[config.mk]
export PLATFORM = sky130hd
export DESIGN_NAME = oser_pio_tx
export DESIGN_NICKNAME = d
export VERILOG_FILES = /design/src/rtl/oser_pio_tx.sv
export SDC_FILE = /design/constraint.sdc
export NUM_CORES = 1
export LEC_CHECK = 0
export ABC_AREA = 0
export CAP_MARGIN = 20
export CORE_AREA = 2 2 39 41
export DETAILED_ROUTE_END_ITERATION = 12
export DIE_AREA = 0 0 41 43
export GPL_ROUTABILITY_DRIVEN = 0
export HOLD_SLACK_MARGIN = 0.08
export PLACE_DENSITY = 0.81
export SLEW_MARGIN = 0
export SYNTH_ARGS = -nofsm -noshare
export SYNTH_HDL_FRONTEND = slang
export SYNTH_SLANG_ARGS = --single-unit
[constraint.sdc]
create_clock -name SCLK -period 4.6 [get_ports SCLK]
set_clock_uncertainty 0.05 [all_clocks]
set_input_delay 0.69 -clock SCLK [delete_from_list [all_inputs] [get_ports SCLK]]
set_output_delay 0.69 -clock SCLK [all_outputs]
set_load 0.1 [all_outputs]
[src/rtl/oser_pio_tx.sv]
// Output-side PIO serializer: parallel words in over VALID/READY, LSB-first serial out on Q with tristate TQ.
// Optional even-parity slot after the last data bit when OSER_PARITY_EN is defined.
module oser_pio_tx #(
   parameter int   WIDTH    = 4,
   parameter logic IDLE_VAL = 1'b1
) (
   input  logic             SCLK,
   input  logic             CDN,
   input  logic             SP,
   input  logic [WIDTH-1:0] DATA,
   input  logic             VALID,
   output logic             READY,
   output logic             Q,
   output logic             TQ,
   output logic             BUSY
);

`ifdef OSER_PARITY_EN
   localparam int LAST = WIDTH;
`else
   localparam int LAST = WIDTH - 1;
`endif
   localparam int SW = LAST + 1;
   localparam int CW = $clog2(LAST + 1);
   localparam logic [CW-1:0] LAST_C = CW'(LAST);

   typedef enum logic {
      ST_IDLE,
      ST_SHIFT
   } state_t;

   state_t           state_q, state_d;
   logic [CW-1:0]    cnt_q, cnt_d;
   logic [SW-1:0]    shift_q, shift_d;
   logic [WIDTH-1:0] hold_q, hold_d;
   logic             hold_full_q, hold_full_d;
   logic             q_q, q_d;
   logic             tq_q, tq_d;
   logic             rdy_en_q;
   logic             accept;
   logic             last_slot;
   logic [SW-1:0]    load_word;

`ifdef OSER_PARITY_EN
   function automatic logic even_parity(input logic [WIDTH-1:0] w);
      return ^w;
   endfunction

   assign load_word = {even_parity(hold_q), hold_q};
`else
   assign load_word = hold_q;
`endif

   // rdy_en_q keeps READY low during reset and for the first edge after release
   assign READY     = rdy_en_q & ~hold_full_q;
   assign BUSY      = (state_q == ST_SHIFT) | hold_full_q;
   assign Q         = q_q;
   assign TQ        = tq_q;
   assign accept    = SP & VALID & READY;
   assign last_slot = (state_q == ST_SHIFT) && (cnt_q == LAST_C);

   always_comb begin
      state_d     = state_q;
      cnt_d       = cnt_q;
      shift_d     = shift_q;
      hold_d      = hold_q;
      hold_full_d = hold_full_q;
      q_d         = q_q;
      tq_d        = tq_q;
      if (SP) begin
         // accept only happens with the holding register empty, so it never races a load
         if (accept) begin
            hold_d      = DATA;
            hold_full_d = 1'b1;
         end
         if (((state_q == ST_IDLE) || last_slot) && hold_full_q) begin
            shift_d     = load_word;
            cnt_d       = '0;
            state_d     = ST_SHIFT;
            hold_full_d = 1'b0;
            q_d         = hold_q[0];
            tq_d        = 1'b0;
         end else if ((state_q == ST_SHIFT) && !last_slot) begin
            shift_d = shift_q >> 1;
            cnt_d   = cnt_q + CW'(1);
            q_d     = shift_q[1];
            tq_d    = 1'b0;
         end else if (last_slot) begin
            state_d = ST_IDLE;
            q_d     = IDLE_VAL;
            tq_d    = 1'b1;
         end
      end
   end

   always_ff @(posedge SCLK or negedge CDN) begin
      if (!CDN) begin
         state_q     <= ST_IDLE;
         cnt_q       <= '0;
         hold_full_q <= 1'b0;
         q_q         <= IDLE_VAL;
         tq_q        <= 1'b1;
         rdy_en_q    <= 1'b0;
      end else begin
         state_q     <= state_d;
         cnt_q       <= cnt_d;
         hold_full_q <= hold_full_d;
         q_q         <= q_d;
         tq_q        <= tq_d;
         rdy_en_q    <= 1'b1;
      end
   end

   // Data registers carry no reset; hold_full_q and state_q qualify their contents
   always_ff @(posedge SCLK) begin
      shift_q <= shift_d;
      hold_q  <= hold_d;
   end

endmodule

# After elaboration in Yosys (flattened, before gate mapping)
# Index checks and enable logic that the tools add are counted.
# op_classes
add_sub_neg,1
eq_ne,2
mux,14
n_bitwise,6
reduce_logical,14
# op_table
operator,n
$mux W1,10
$mux W4,2
$reduce_and A2 Y1,4
$reduce_bool A2 Y1,3
$mux W2,2
$and A1 B1 Y1,3
$logic_and A1 B1 Y1,3
$reduce_and A3 Y1,1
$reduce_bool A3 Y1,1
$add A2 B1 Y2 const B,1
$eq A2 B2 Y1 const B,1
$ne A2 B2 Y1 const B,1
$not A1 Y1,2
$logic_not A1 Y1,1
$logic_or A1 B1 Y1,1
$or A1 B1 Y1,1
# totals
register_bits,15
in_bits,8
output_inout_bits,4
elab_cells,45

# Depth between registers and ports, before layout
# depth
word_depth,6
depth_mapped,4
mapped_depth_nobuf,4

# Worst setup path after synthesis
# No wires, ideal clock.
# synth_path
path_type,register to output
from,reg hold_full_q
to,out READY
arrival_time_ns,1.303
required_time_ns,3.860
slack_ns,2.557
stages_incl_launch_ff,3
path_buffers,1
path_cell_list,dfrtp_1 buf_6 nor2b_2
# synth_between
elab_chain_cells,2
# synth_lines
item,line_no,source
"start, declared",36,"logic hold_full_q, hold_full_d;"
"start signal, assigned",107,hold_full_q <= hold_full_d;
$not A1 Y1,55,assign READY = rdy_en_q & ~hold_full_q;
$and A1 B1 Y1,55,
"end, declared",12,"output logic READY,"
# No other way between the ends.

# Worst setup path in the final report
# layout_path
from,reg hold_full_q
to,out BUSY
# layout_between
elab_chain_cells,1
# layout_lines
item,line_no,source
$or A1 B1 Y1,56,assign BUSY = (state_q == ST_SHIFT) | hold_full_q;
"end, declared",15,output logic BUSY
# No other way between the ends.

==> results.txt <==
Number of diodes -> 0
Outcome -> finished clean
# port buffers -> 11
CP max-delay cell -> clkdlybuf4s50_1
Drt drc -> 0
GR Util met2 -> 0.191
CP delay by family, top -> buffers and inverters
Worst VDD drop -> 0.000428 V
Core Util, Final -> 0.571
# Post-CTS Setup Buffers -> 0
Core area -> 1380 um^2
Sequential area share after synthesis -> 0.590
Boundary pin count -> 12
All-Layer GR Usage -> 0.143
Fmax -> 350 MHz
Starting Density -> 0.475
DIE HEIGHT -> 43 um
Die area -> 1760 um^2
Critical path origin -> hold_full_q$_DFFE_PN0P_
Post-Syn Area -> 657 um^2
NumNets Final -> 68
Wirelength, routed -> 905 um
DR vias -> 373
GRT Max-Usage Layer -> met2
Layout cells sized above 1 -> 0.328
MaxCap Viol Count -> 0
Overflow after GRT -> 0
Drt wl/cell -> 12.2 um
Pwr dens -> 715 nW/um^2
Critical Path Start Type -> register
Post-Syn Instances -> 45
Synth top area share -> 0.320
CTS sink count -> 14
Grt met1 use -> 0.177
Crit path to -> BUSY
Buf/Inv on CP -> 1
DPL Wire Length -> 681 um
Avg Synthesized Cell Area -> 14.6 um^2
Drt pass-1 iters -> 4
H-Tree Depth -> 1
CTS tree -> yes
Critical path arrival -> 2120 ps
Worst path depth -> 2
CTS Buf Count -> 3
#FFs+latches synth -> 14
Fin crit share -> 0.621
Root buf cell -> clkbuf_4
First-pass GRT wire length -> 1550 um
Rel. slew slack -> 0.357
Biggest area consumer among synthesized cells -> edfxtp_1
Synth-to-Final Area Change -> 20.4%
Setup Viol. Count Final -> 0
Final-report hold violation count -> 0
Initial antenna violation count -> 0
CP cell instances -> or2_2 -> clkdlybuf4s50_1
Top cells by area, synth -> edfxtp_1 32%, dfrtp_1 19%, dfstp_2 8.0%, mux2_4 4.6%, buf_6 3.4%
FF/Latch Area -> 388 um^2
Largest net degree at the start of global routing -> 11
Pwr Total -> 0.000565 W
Fin crit period -> 2860 ps
Site row count -> 14
Syn. warnings -> 0
Vias in the first global route -> 356
Drt via density -> 5.04
Syn_nets -> 54
ANT nets after route -> 0
Worst r2r src -> cnt_q[0]$_DFFE_PN0P_
Hold crit path type -> reg2reg
RSZ-0062 raised after global routing -> no
FILL cells -> 119
First DRT Iteration DRCs -> 8
Leakage power -> 0.318 nW
R2R cell count -> 4
CP peak stage delay -> 1120 ps
Post-CTS Resized -> 0
Worst Path Required -> 3860 ps
Final setup TNS -> 0 ps
Crit path max fanout -> 10
Worst setup EP type -> output port
Hold Buf Count CTS -> 0
Clock latency reported for the late side of the worst-skew pair -> 270 ps
Clk buf depth -> 2
Worst-margin pin slew -> 962 ps
Met3 GRT Util -> 0.0471
Pins Over Slew Limit -> 0
WS Path Type -> reg2out
Synth cell types -> 27
CTS clk-pin slew, worst paths -> 80 ps
Multi-input gate area -> 239 um^2
Critical R2R Capture -> shift_q[2]$_DFFE_PP_
Die width -> 41 um
Reg2Reg Setup Slack -> 3030 ps
cell usage in the layout, fill, tap and decap left out:
master and n:
clkdlybuf4s50_1 11, edfxtp_1 7, dfrtp_1 5, nand2_1 4
clkbuf_4 3, dfstp_2 2, mux2_4 2, and3_1 2
inv_1 2, nand2b_2 1, nand2_2 1, or2_2 1
nor2b_2 1, and2b_4 1, o21a_4 1, mux2_2 1
o22ai_2 1, mux2i_4 1, a22o_1 1, nand3_1 1
o21ai_2 1, a21o_1 1, o21ai_0 1, nor2_1 1
nor3b_2 1, o31ai_2 1, ha_1 1, clkinv_1 1
conb_1 1
where the power goes:
group          switching [W]  leakage (nW)  internal, W
registers          0.0000332         0.146     0.000180
logic               0.000176         0.156     0.000107
clock network      0.0000381        0.0154    0.0000314
total               0.000247         0.318     0.000318
cell usage after synthesis (all sizes together):
cell type / count
dfstp: 2
nor2: 1
a21o: 1
o22ai: 1
o21a: 1
edfxtp: 7
conb: 1
nor3b: 1
ha: 1
mux2i: 1
nand2: 5
o31ai: 1
and3: 2
inv: 2
mux2: 3
nand3: 1
buf: 2
nor2b: 1
or2: 1
o21ai: 2
dfrtp: 5
and2b: 1
a22o: 1
nand2b: 1
how the worst min path moves through the flow:
stage             startpoint                   end  slack, ps  depth (start not counted)
2_1_floorplan            CDN  cnt_q[0]$_DFFE_PN0P_        340                          0
5_1_grt        Q$_DFFE_PN1P_         Q$_DFFE_PN1P_        450                          2
4_1_cts        Q$_DFFE_PN1P_         Q$_DFFE_PN1P_        440                          2
6_report       Q$_DFFE_PN1P_         Q$_DFFE_PN1P_        430                          2
3_3_place_gp   Q$_DFFE_PN1P_         Q$_DFFE_PN1P_        420                          2
3_5_place_dp   Q$_DFFE_PN1P_         Q$_DFFE_PN1P_        430                          2
flip-flops by register name, summed over array words and instances, names as in the netlist:
name         flops
hold_q           4
TQ               1
Q                1
state_q          1
cnt_q            2
shift_q          3
rdy_en_q         1
hold_full_q      1
area by class of cell:
cell class	instances	area share
Inverter	2	0.00949
Sequential cell	14	0.491
Clock buffer	3	0.0285
Timing Repair Buffer	11	0.139
Multi-Input combinational cell	27	0.302
Clock inverter	1	0.00475
Tap cell	16	0.0253
kinds of logic after synthesis:
| family | count (synthesis) | synth area share |
|---|---|---|
| DFF | 14 | 0.590 |
| adders and majority gates | 1 | 0.0190 |
| other | 1 | 0.00571 |
| muxes | 4 | 0.0971 |
| AOI/OAI and AO/OA | 7 | 0.107 |
| and+or+nand+nor | 14 | 0.135 |
| buffers and inverters | 4 | 0.0457 |
per-stage QoR:
stage / hold WS [ps] / instance area, um^2 / instances / worst slack [ps]
finish: 434 / 791 / 74 / 1740
global route: 453 / 791 / 74 / 1680
CTS: 438 / 791 / 74 / 1740
detailed placement: 426 / 764 / 70 / 2040
global placement: 421 / 764 / 70 / 2060
floorplan: 344 / 657 / 45 / 2560
worst register-to-register path: cells and delay by family (launching register included):
kind / cells / cell delay [ps]
and+or+nand+nor: 2 / 320
muxes: 1 / 300
adders and majority gates: 1 / 240
DFF: 1 / 420
per-layer routing:
layer  share of wire  wire [um]
met2            0.49        444
met4           0.019         17
met5               0          0
met1            0.45        405
met3           0.042         38
Power figures use the tool's default switching activity.
